--- src/rtl/text_console_ctrl.sv ---
// Write-side controller for the screen character RAM: byte stream in, cursor tracking, clear.
// Optional backspace handling is enabled by defining TEXT_CONSOLE_BACKSPACE_EN.
`timescale 1ns/1ps
module text_console_ctrl #(
   parameter int unsigned COLS      = 80,
   parameter int unsigned ROWS      = 25,
   parameter logic [7:0]  FILL_CHAR = 8'h20
) (
   input  logic        CLK,
   input  logic        RST_N,
   input  logic [7:0]  in_data,
   input  logic        in_valid,
   output logic        in_ready,
   output logic [10:0] write_character_pos,
   output logic [7:0]  write_character,
   output logic        write_strobe,
   output logic [10:0] cursor_pos,
   output logic        busy
);

   localparam int unsigned CW = (COLS > 1) ? $clog2(COLS) : 1;
   localparam int unsigned RW = (ROWS > 1) ? $clog2(ROWS) : 1;
   localparam logic [CW-1:0] LastCol  = CW'(COLS - 1);
   localparam logic [RW-1:0] LastRow  = RW'(ROWS - 1);
   localparam logic [10:0]   LastCell = 11'(COLS * ROWS - 1);
   localparam logic [10:0]   ColsW    = 11'(COLS);

   typedef enum logic [0:0] {StClear, StIdle} state_e;

   state_e        state_q, state_d;
   logic [10:0]   clr_q, clr_d;
   logic [10:0]   cur_q, cur_d;
   logic [CW-1:0] col_q, col_d;
   logic [RW-1:0] row_q, row_d;
   logic [10:0]   wpos_q, wpos_d;
   logic [7:0]    wchar_q, wchar_d;
   logic          wstb_q, wstb_d;
   logic          rdy_q, rdy_d;
   logic          busy_q, busy_d;
   logic          accept;

   always_comb begin
      state_d = state_q;
      clr_d   = clr_q;
      cur_d   = cur_q;
      col_d   = col_q;
      row_d   = row_q;
      wpos_d  = wpos_q;
      wchar_d = wchar_q;
      wstb_d  = 1'b0;
      accept  = 1'b0;

      unique case (state_q)
         StClear: begin
            wstb_d  = 1'b1;
            wpos_d  = clr_q;
            wchar_d = FILL_CHAR;
            if (clr_q == LastCell) begin
               state_d = StIdle;
               clr_d   = '0;
            end else begin
               clr_d = clr_q + 11'(1);
            end
         end
         StIdle: begin
            accept = in_valid && rdy_q;
            if (accept) begin
               if (in_data >= 8'h20 && in_data <= 8'h7E) begin
                  wstb_d  = 1'b1;
                  wpos_d  = cur_q;
                  wchar_d = in_data;
                  if (col_q == LastCol) begin
                     col_d = '0;
                     // No scrolling: the last cell wraps to the top-left corner
                     if (row_q == LastRow) begin
                        row_d = '0;
                        cur_d = '0;
                     end else begin
                        row_d = row_q + RW'(1);
                        cur_d = cur_q + 11'(1);
                     end
                  end else begin
                     col_d = col_q + CW'(1);
                     cur_d = cur_q + 11'(1);
                  end
               end else begin
                  case (in_data)
                     8'h0A: begin
                        col_d = '0;
                        if (row_q == LastRow) begin
                           row_d = '0;
                           cur_d = '0;
                        end else begin
                           row_d = row_q + RW'(1);
                           cur_d = cur_q + ColsW - 11'(col_q);
                        end
                     end
                     8'h0D: begin
                        col_d = '0;
                        cur_d = cur_q - 11'(col_q);
                     end
                     8'h0C: begin
                        cur_d   = '0;
                        col_d   = '0;
                        row_d   = '0;
                        clr_d   = '0;
                        state_d = StClear;
                     end
`ifdef TEXT_CONSOLE_BACKSPACE_EN
                     8'h08: begin
                        if (col_q != '0) begin
                           col_d   = col_q - CW'(1);
                           cur_d   = cur_q - 11'(1);
                           wstb_d  = 1'b1;
                           wpos_d  = cur_q - 11'(1);
                           wchar_d = FILL_CHAR;
                        end
                     end
`endif
                     default: ;
                  endcase
               end
            end
         end
         default: state_d = StClear;
      endcase

      // Ready only after a full cycle in IDLE, so it rises the cycle after the last clear strobe
      rdy_d  = (state_q == StIdle) && (state_d == StIdle);
      busy_d = !rdy_d;
   end

   always_ff @(posedge CLK or negedge RST_N) begin
      if (!RST_N) begin
         state_q <= StClear;
         clr_q   <= '0;
         cur_q   <= '0;
         col_q   <= '0;
         row_q   <= '0;
         wpos_q  <= '0;
         wchar_q <= '0;
         wstb_q  <= 1'b0;
         rdy_q   <= 1'b0;
         busy_q  <= 1'b1;
      end else begin
         state_q <= state_d;
         clr_q   <= clr_d;
         cur_q   <= cur_d;
         col_q   <= col_d;
         row_q   <= row_d;
         wpos_q  <= wpos_d;
         wchar_q <= wchar_d;
         wstb_q  <= wstb_d;
         rdy_q   <= rdy_d;
         busy_q  <= busy_d;
      end
   end

   assign in_ready            = rdy_q;
   assign busy                = busy_q;
   assign write_strobe        = wstb_q;
   assign write_character_pos = wpos_q;
   assign write_character     = wchar_q;
   assign cursor_pos          = cur_q;

endmodule

--- config.mk ---
export PLATFORM = sky130hd
export DESIGN_NAME = text_console_ctrl
export DESIGN_NICKNAME = d
export VERILOG_FILES = /design/src/rtl/text_console_ctrl.sv
export SDC_FILE = /design/constraint.sdc
export NUM_CORES = 1
export LEC_CHECK = 0
export CORE_ASPECT_RATIO = 0.75
export CORE_UTILIZATION = 50
export DETAILED_ROUTE_END_ITERATION = 8
export HOLD_SLACK_MARGIN = 0.05
export PLACE_DENSITY_LB_ADDON = 0.08
export SLEW_MARGIN = 20
export SYNTH_ARGS = -nofsm -noshare
export SYNTH_HDL_FRONTEND = slang
export SYNTH_SLANG_ARGS = --single-unit
--- constraint.sdc ---
create_clock -name CLK -period 5.2 [get_ports CLK]
set_input_delay 1.04 -clock CLK [delete_from_list [all_inputs] [get_ports CLK]]
set_output_delay 1.04 -clock CLK [all_outputs]
set_load 0.005 [all_outputs]
# Yosys cells after proc, flatten, opt, wreduce, memory -nomap -nowiden
# Index checks and enable logic that the tools add are counted.
dict set report op_classes {
  n_mux 31
  n_bitwise 1
  reduce_logical 13
  addsub 7
  magnitude_cmp 2
  n_eq_ne 11
}
# cell n
set op_table {}
lappend op_table {{$mux W11} 10}
lappend op_table {{$pmux W11 S2} 2}
lappend op_table {{$pmux W11 S3} 1}
lappend op_table {{$eq A8 B4 Y1 const B} 3}
lappend op_table {{$add A11 B1 Y11 const B} 2}
lappend op_table {{$sub A11 B7 Y11} 2}
lappend op_table {{$mux W7} 3}
lappend op_table {{$mux W8} 2}
lappend op_table {{$pmux W8 S2} 1}
lappend op_table {{$mux W5} 3}
lappend op_table {{$add A11 B7 Y11 const B} 1}
lappend op_table {{$eq A11 B11 Y1 const B} 1}
lappend op_table {{$pmux W5 S2} 1}
lappend op_table {{$reduce_and A3 Y1} 3}
lappend op_table {{$ge A8 B6 Y1 const B} 1}
lappend op_table {{$le A8 B7 Y1 const B} 1}
lappend op_table {{$ne A2 B1 Y1 const B} 4}
lappend op_table {{$add A7 B1 Y7 const B} 1}
lappend op_table {{$eq A7 B7 Y1 const B} 1}
lappend op_table {{$mux W1} 6}
lappend op_table {{$add A5 B1 Y5 const B} 1}
lappend op_table {{$eq A5 B5 Y1 const B} 1}
lappend op_table {{$pmux W1 S2} 2}
lappend op_table {{$reduce_and A4 Y1} 1}
lappend op_table {{other kinds (9)} 11}
dict set report word_totals {
  in_bits 11
  reg_bits 57
  output_inout_bits 33
  wordCells 75
}

# Longest topological paths before layout
# Gate-level depths: netlist of the first run.
dict set report logic_depth {
  ltp_word 7
  depth_mapped 11
  ltp_nobuf 11
}

# Least setup slack after synthesis of the first run
# No wires, ideal clock.
dict set report synth_path {
  path_type {input -> register}
  from {input in_data[6]}
  to {register clr_q[8]}
  path_stages 7
  n_path_buf 0
  setup_ps 99
  path_slack_ps 2365
  arrival_ps 2735
  required_ps 5101
  path_cell_list {or4b_4 -> or4_4 -> o21ai_4 -> inv_2 -> nor2_4 -> a21oi_1 -> a311oi_1}
}
dict set report synth_via {
  elab_chain_cells 4
  elab_cells_between_ends 7
  cone_classes {order compare (2); eq/ne (3); reduce/logical (2)}
}
# item line
set synth_lines {}
lappend synth_lines {{start: declaration} 11} ;# input logic [7:0] in_data,
lappend synth_lines {{$ge A8 B6 Y1 or $le A8 B7 Y1 (tied branches)} 68} ;# if (in_data >= 8'h20 && in_data <= 8'h7E) begin
lappend synth_lines {{$logic_and A1 B1 Y1} 68}
lappend synth_lines {{$ne A2 B2 Y1 (no source line)} n/a}
lappend synth_lines {{$reduce_and A3 Y1 (no source line) *} n/a}
lappend synth_lines {{end signal: assignment} 147} ;# clr_q <= clr_d;
lappend synth_lines {{end: declaration} 31} ;# logic [10:0] clr_q, clr_d;
# Mark *: on every way between the ends. The rest lies on a longest branch, timed or not.
# A chain may end at the register's enable or synchronous reset.

# Worst setup path in the final report of the first run
dict set report layout_path {
  from {input in_data[5]}
  to {register cur_q[4], in the netlist cursor_pos[4]}
}
dict set report layout_via {
  elab_chain_cells 4
  elab_cells_between_ends 10
  cone_classes {order compare (2); eq/ne (3); mux (2); reduce/logical (3)}
}
# item line
set layout_lines {}
lappend layout_lines {{$ge A8 B6 Y1 or $le A8 B7 Y1 (tied branches)} 68}
lappend layout_lines {{$logic_and A1 B1 Y1} 68}
lappend layout_lines {{$reduce_bool A4 Y1 (no source line)} n/a}
lappend layout_lines {{$reduce_and A3 Y1 (no source line)} n/a}
lappend layout_lines {{end signal: assignment} 148} ;# cur_q <= cur_d;
lappend layout_lines {{end: declaration} 32} ;# logic [10:0] cur_q, cur_d;
# Parallel ways exist; a longest one is shown, timed or not.

==> run summary, run 1 <==
After detailed routing, the average wire length per cell comes to 17.1 um. The initialized floorplan defines 28 standard-cell rows. The clock passes through at most 2 buffers. Critical-path maximum fanout: 6. The core region is 0.00788 mm2. The via density per instance came out at 6.14.

The tool flagged a number of max-cap violations equal to 0. The clock reaches the later pin of the worst-skew pair after 0.34 ns. The number of failing hold endpoints at the final stage came out at 0. Setup repair after global routing left no endpoint under its margin. The number of hold buffers added after CTS was 0. Setup violations remaining at the end of the flow were counted as 0.

For the number of global-route vias before repair, the log shows 3561. The clock transition time at the flip-flop clock pins of the worst setup and hold paths is 0.07 ns. The count of buffers from port buffering works out to 43. The number of iterations in the first detailed-routing pass is 6, and the post-synthesis async set-or-reset flop share is 100%. The mapped netlist covers 0.00407 mm2.

The worst setup path is launched from an input pin. The run finished with clean final reports. The tools report the final antenna diode count as 0. Once detail routing completed, the nets flagged for antenna violations numbered 0. The tools report the flop-to-flop setup slack as 2.31 ns. In the global route stage, overall resource usage came out at 26.6%. Yosys printed 0 warnings. Power density over cell area: 474 mW/mm2. Of the available clock period, the critical path in the final layout requires 64.5%. After detailed placement, the total cell area comes to 0.00461 mm2. During I/O placement, the number of pins put on the boundary was 44. At the pin with the least slew margin, the transition time is 0.964 ns.

The net count of the mapped netlist was 513. The worst-case IR drop observed on VDD is 367 uV. The tools report the count of final max-slew check failures as 0. Measured along the y axis, the die boundary spans 80.2 um. The sequential fraction of the synthesis area was 35.1%; the share of post-route cells with drive strength above 1 was 6.37%.

The first routing iteration left 227 violations. Data on the critical path arrives at its endpoint at 3.57 ns. Most common flop cell mapped by yosys: sky130_fd_sc_hd__dfrtp_1. The number of register bits inferred by synthesis works out to 57.

The floorplan step set the die width to 106 um. Compared with the post-synthesis result, the final layout area differs by 18.4%. The wire-length estimate of the detail-placed layout is 8080 um.

Entering global routing, the biggest net connects 58 pins. On the final layout, the worst clock skew is 0.00884 ns. The worst setup path is captured at a register.

The type of the worst min-delay path was register to register. TritonCTS created 9 clock buffers. Buffer cell driving the clock tree root: sky130_fd_sc_hd__clkbuf_8. The logs give 3 for the count of H-tree levels built during CTS and 557 for the number of nets in the layout. Measured against its own limit, the worst slew margin works out to 35.2%. Including well taps, the total number of placed cells is 608. The routability congestion estimate came out at 0.926. The tools report the total length of routed wires as 10700 um. The critical path is of the input pin to register type. The total non-filler cell area in the finished layout is 0.00482 mm2. The total negative setup slack was 0 ns; the maximum frequency from static timing analysis was 0.298 GHz. The count of unresolved DRC violations after routing was 0. Counting every sink on the clock net gives 57. In this run, post-CTS repair resized a total of 0 instances. The worst slack at placement is 1.52 ns. The number of library cell types mapped by synthesis was 63; the wire length of the first global-routing pass was 17600 um. The starting density of the core came out at 51.7%.

TritonCTS built the clock tree. The worst path in the final design needs a cycle of 3.35 ns, including I/O delays and setup. The required arrival time at the worst endpoint is 5.42 ns, and the count of placed standard cells in the final layout, fillers left out is 623.

For the static leakage, the log shows 0.00203 uW. The synthesized area divided by synthesized cell count works out to 8.67 um2. The die covers 0.00851 mm2. The total via count in the routed design was 3824. After global routing the overflow that remains totals 0. Synthesis produced 470 cells. In the post-route analysis, the smallest setup slack over all paths is 1.85 ns.

The number of antenna violations at the first check in global routing was 0; the number of enable flip-flop cells after synthesis was 0. Buffers added to address setup during post-CTS repair amount to 0. For the worst hold-check slack, the log shows 0.501 ns.
cell usage after synthesis, types with 3 or more instances:
cell                       instances  area share, %
sky130_fd_sc_hd__o31ai_1           7            1.3
sky130_fd_sc_hd__nor2_1           49            4.5
sky130_fd_sc_hd__a211oi_1          5           0.92
sky130_fd_sc_hd__nor2b_1          10            1.5
sky130_fd_sc_hd__ha_1             27            8.3
sky130_fd_sc_hd__nand2b_1         12            1.8
sky130_fd_sc_hd__mux2i_1          10            2.5
sky130_fd_sc_hd__o311ai_0          3           0.65
sky130_fd_sc_hd__a21oi_1          42            5.2
sky130_fd_sc_hd__nor4_1            4           0.61
sky130_fd_sc_hd__a31o_2            3           0.65
sky130_fd_sc_hd__nand2_1          24            2.2
sky130_fd_sc_hd__clkbuf_1         15            1.4
sky130_fd_sc_hd__o21a_1            4           0.74
sky130_fd_sc_hd__a311oi_1          3           0.65
sky130_fd_sc_hd__or3_1             3           0.46
sky130_fd_sc_hd__nor3_1           13            1.6
sky130_fd_sc_hd__o211ai_1          4           0.74
sky130_fd_sc_hd__fa_1              5            2.5
sky130_fd_sc_hd__dfrtp_1          56             34
sky130_fd_sc_hd__a311o_1           3           0.74
sky130_fd_sc_hd__xor2_1            3           0.65
sky130_fd_sc_hd__inv_1            28            2.6
sky130_fd_sc_hd__nor3b_1           4           0.74
sky130_fd_sc_hd__a32oi_1           3           0.65
sky130_fd_sc_hd__xnor2_1           8            1.7
sky130_fd_sc_hd__o221ai_1          5            1.1
sky130_fd_sc_hd__a221o_1           3           0.74
sky130_fd_sc_hd__and2_1            3           0.46
sky130_fd_sc_hd__o21ai_0          36            4.4
sky130_fd_sc_hd__a31oi_1           7            1.1
sky130_fd_sc_hd__and3_1            9            1.4
sky130_fd_sc_hd__nand3_1          18            2.2
sky130_fd_sc_hd__nand4_1           7            1.1
final timing paths:
check / from / end / depth (start not counted)
worst min-delay path: write_character[5] / write_character[5] / 2
worst max register to register: cursor_pos[0] / cursor_pos[9] / 11
max in group asynchronous: RST_N / state_q / 2
worst min register to register: write_character[5] / write_character[5] / 2
worst max-delay path: in_data[5] / cursor_pos[4] / 5
min in group asynchronous: RST_N / cursor_pos[9] / 2
layer usage:
layer  routed length (um)  global-route usage, %  vias to the layer above  part of all wire, %
li1                     -                      -                     1823                    -
met1                 5080                   37.3                     1845                   48
met2                 4740                   40.3                      140                   44
met3                  733                   6.82                       16                  6.9
met4                  133                   7.92                        0                  1.2
met5                    0                      0                        -                    0
worst max-delay path, cell delays in order:
cell and delay (ns):
sky130_fd_sc_hd__clkdlybuf4s50_1 0.53, sky130_fd_sc_hd__or4b_4 0.59, sky130_fd_sc_hd__o31ai_1 0.82, sky130_fd_sc_hd__o32ai_1 0.20, sky130_fd_sc_hd__a221o_1 0.39
area by class of cell:
type                       instances  area [um2]
tap                              105         131
inverter                          29         109
clock buffer                      12         145
fill                             705        3060
multi-input combinational        368        2470
clock inverter                     3        65.1
sequential                        57        1430
timing repair buffer              49         470
layout by cell type (no fill, tap or decap), types with 8 or more instances in the layout:
cell type                         Yosys  final
sky130_fd_sc_hd__clkbuf_8             0     10
sky130_fd_sc_hd__inv_1               28     28
sky130_fd_sc_hd__o21ai_0             36     36
sky130_fd_sc_hd__nand2b_1            12     12
sky130_fd_sc_hd__nand3_1             18     18
sky130_fd_sc_hd__nor2_1              49     49
sky130_fd_sc_hd__ha_1                27     27
sky130_fd_sc_hd__nor2b_1             10     10
sky130_fd_sc_hd__clkdlybuf4s50_1      0     42
sky130_fd_sc_hd__and3_1               9      9
sky130_fd_sc_hd__mux2i_1             10     10
sky130_fd_sc_hd__nand2_1             24     24
sky130_fd_sc_hd__nor3_1              13     13
sky130_fd_sc_hd__dfrtp_1             56     56
sky130_fd_sc_hd__xnor2_1              8      8
sky130_fd_sc_hd__a21oi_1             42     42
kinds of logic (layout without fill, tap and decap cells):
logic type / count (synthesis) / count (layout) / synth area share [%]
simple gates: 163 / 163 / 20.4
compound gates: 151 / 151 / 24.5
flops: 57 / 57 / 35.1
fa+ha+maj: 32 / 32 / 10.8
buf+inv: 45 / 93 / 4.18
mux: 11 / 11 / 2.73
xor+xnor: 11 / 11 / 2.37
state kept, by name (all words and copies together) (netlist names):
signal,flops
write_strobe,1
state_q,1
cursor_pos,11
write_character,8
busy,1
in_ready,1
write_character_pos,11
clr_q,11
col_q,7
row_q,5
report_power, final:
group	total, uW	internal (uW)	switching [uW]
clock	453	280	173
sequential	717	563	154
combinational	1120	543	576
stage by stage:
stage	utilization (%)	total power, uW
2_1_floorplan	-	1430
3_3_place_gp	58.5	1800
3_5_place_dp	58.5	1830
4_1_cts	61.2	2280
5_1_grt	61.2	2460
6_report	61.2	2290
No activity file was read; power rests on OpenSTA's default activity.
==> inputs of run 2 (changes only) <==
==> constraint.sdc (replaced) <==
create_clock -name CLK -period 2.8 [get_ports CLK]
set_input_delay 0.56 -clock CLK [delete_from_list [all_inputs] [get_ports CLK]]
set_output_delay 0.56 -clock CLK [all_outputs]
set_load 0.005 [all_outputs]
==> run 2 against run 1 <==
  * Final cell count is 6.3% higher
  * Cell area is 5.9% higher
  * Clock power is 56% higher
  * Clock skew is 0.0044 ns lower
  * Non-clock buffer count is 38 higher
  * Sequential cell count stayed put
==> run summary, run 2 (synthesized netlist as in run 1, its figures left out) <==
The flow ran to the end, and the final reports show no timing, DRC or antenna violations. Classification of the worst setup path: register to register. Power density over cell area: 844 mW/mm2 (+78%). For the total cell area at the placement stage, the log shows 0.00490 mm2 (+6.1%).

The die boundary height was 80.2 um (unchanged). The worst hold path belongs to the class input pin to async pin. Setup repair after global routing left no endpoint under its margin. The residual overflow from global routing came out at 0 (unchanged). In the layout the commonest cells are sky130_fd_sc_hd__dfrtp_1, sky130_fd_sc_hd__nor2_1, sky130_fd_sc_hd__buf_4. The number of iterations in the first detailed-routing pass was 5 (-1).

The starting density of the core is 51.7% (unchanged), and the cell row count is 28 (unchanged). The later-pin clock latency in the skew report was 0.34 ns (about the same); the internal power of the cells was 2560 uW (+84%). The tools report the maximum buffer depth of the clock tree as 2 (unchanged). The average wire length per cell after detail routing works out to 17.1 um (-0.40%).

The number of placed I/O pins was 44 (unchanged). TritonCTS built the clock tree. The tools report the total via count in the routed design as 3966 (+3.7%). Worst reg-to-reg path cell count: 8 (-3). For the part of the total power dissipated in sequential elements, the log shows 29.8% (-1.5 points). The count of buffers from port buffering was 43 (unchanged). The logs give 0.902 (-2.6%) for the routability congestion estimate and 0.00788 mm2 (unchanged) for the core region area.

The worst path needs 2.66 ns of the cycle, external delays included. The logs give 2.89 ns (-0.68 ns) for the critical path arrival and 57 (unchanged) for the TritonCTS sink count. The number of antenna violations at the first check in global routing came out at 0 (unchanged). The total negative setup slack was 0 ns (unchanged). The signal on the critical path passes through inv_1 -> ha_1 -> nand4b_1 -> nor4_1 -> nor2_1 -> a41oi_1 -> a21oi_1 -> a211o_1. The actual slew at the worst max-slew pin came out at 0.836 ns (-0.128 ns).

The delay of the slowest cell on the worst path was 0.58 ns (-0.24 ns). The clock skew after layout is 0.00442 ns (-0.00442 ns), and the combinational fraction of design power is 53.9% (+5.0 points). The maximum VDD drop is 529 uV (+44%), and the share of post-route cells with drive strength above 1 is 14.2% (+7.8 points). For the total length of routed wires, the log shows 11300 um (+5.8%). The count of final max-slew check failures came out at 0 (unchanged). The worst setup path is launched from a register.

The via density per instance is 5.99 (-2.4%), and the area added between synthesis and finish is 25.5%. The final antenna diode count is 0 (unchanged). The run gives 595 (+6.8%) as the number of nets in the layout. Total non-filler cell area in the finished layout: 0.00511 mm2 (+5.9%).

Number of global-route vias before repair: 3621 (+1.7%). For this run, the top clock speed supported by timing is 0.376 GHz. Buffer cell driving the clock tree root: sky130_fd_sc_hd__clkbuf_8. For the number of setup violations in the final report, the log shows 0 (unchanged). The total routing usage reported by global routing is 28.2% (+1.6 points). The clock share of power is 16.4% (-3.4 points), and the critical-path maximum fanout is 12 (+6). The reported max-cap violation count is 0 (unchanged). The required arrival time at the worst endpoint is 3.03 ns (-2.39 ns).

Post-DP HPWL: 8610 um (+6.6%). For the floorplan die area, the log shows 0.00851 mm2 (unchanged). For the number of failing hold endpoints at the final stage, the log shows 0 (unchanged).

The run gives 0 (unchanged) as the number of hold buffers added after cts. The relative max-transition margin came out at 44.1% (+8.9 points). The net switching component of the power was 1760 uW (+95%).

The largest individual stage delay along the critical path comes from the cell sky130_fd_sc_hd__nor4_1. The filler cell count came out at 673 (-4.5%). The post-layout total power came out at 4310 uW (+88%). The static leakage is 0.00221 uW (+8.8%). The clock transition time at the flip-flop clock pins of the worst setup and hold paths was 0.06 ns (about the same). The ratio of final minimum period to clock period is 95.0%. The pin count of the biggest net entering global routing was 58 (unchanged); the count of H-tree levels built during CTS was 3 (unchanged). The tools report the utilization after layout as 64.8% (+3.6 points). The switching share of power is 40.7% (+1.3 points), and the horizontal die dimension is 106 um (unchanged). The tools report the violation count after the first detailed-route iteration as 255 (+12%). The library cell used most frequently in the layout, excluding fill and tap cells, is sky130_fd_sc_hd__dfrtp_1. The nature of the critical path endpoint was a register.

The wire length of the first global-routing pass came out at 18400 um (+4.6%). The number of nets with antenna violations after detailed routing came out at 0 (unchanged). The count of unresolved DRC violations after routing was 0 (unchanged); the number of CTS-inserted buffers was 9 (unchanged).
-- run 2: cell types whose count changed in the layout (fill, tap and decap cells not counted), moves of 2 or more --
cell and delta:
sky130_fd_sc_hd__clkbuf_1 -2, sky130_fd_sc_hd__clkinvlp_4 +2, sky130_fd_sc_hd__clkinv_2 +2, sky130_fd_sc_hd__bufinv_16 -2, sky130_fd_sc_hd__buf_4 +37
-- run 2: critical path: cells and delay by family, from the launching register on --
family          cells  cell delay, ns
buf+inv             1            0.10
simple gates        3            1.23
compound gates      3            0.64
fa+ha+maj           1            0.16
flops               1            0.41
-- run 2: path summary, 6_finish.rpt --
| path | startpoint | end | slack (ns) |
|---|---|---|---|
| min | RST_N | cursor_pos[10] | 0.34 |
| max in group asynchronous | RST_N | cursor_pos[6] | 1.94 |
| max reg2reg | row_q[0] | cursor_pos[10] | 0.14 |
| min reg2reg | write_character[7] | write_character[7] | 0.52 |
| max | row_q[0] | cursor_pos[10] | 0.14 |
| min in group CLK | write_character[7] | write_character[7] | 0.52 |
-- run 2: power by group through the flow --
stage	Sequential (uW)	Combinational (uW)	Clock, uW
floorplan	1280	1390	0
global placement	1290	2210	0
detailed placement	1300	2250	0
CTS	1280	2260	726
global route	1310	2570	758
finish	1280	2320	706
-- run 2: through the flow --
step	setup WS, ns	hold WS [ns]	std cells
floorplan	0.339	0.264	470
global placement	-0.00670	0.502	644
detailed placement	-0.0712	0.507	644
CTS	0.0428	0.379	660
global route	0.0184	0.415	662
finish	0.139	0.338	662
-- run 2: final cells by class --
type                            instances  area (um2)  area share [%]
Multi-Input combinational cell        368        2490            48.8
Sequential cell                        57        1430            27.9
Timing Repair Buffer                   87         768            15.0
Clock inverter                          5        30.0           0.588
Tap cell                              105         131            2.57
Clock buffer                           11         151            2.96
Inverter                               29         109            2.13
-- run 2: what timing repair did --
item                       CTS  global route
setup endpoints to repair    0             6
setup buffers                0             2
resized for setup            0             6
hold endpoints to repair     0             0
-- run 2: layer usage --
layer	GRT usage (%)	vias to the layer above	part of all wire [%]
met5	0	-	0
met1	40.3	1891	47
met3	5.60	20	6.7
met4	10.6	0	1.8
li1	-	1905	-
met2	42.1	150	44
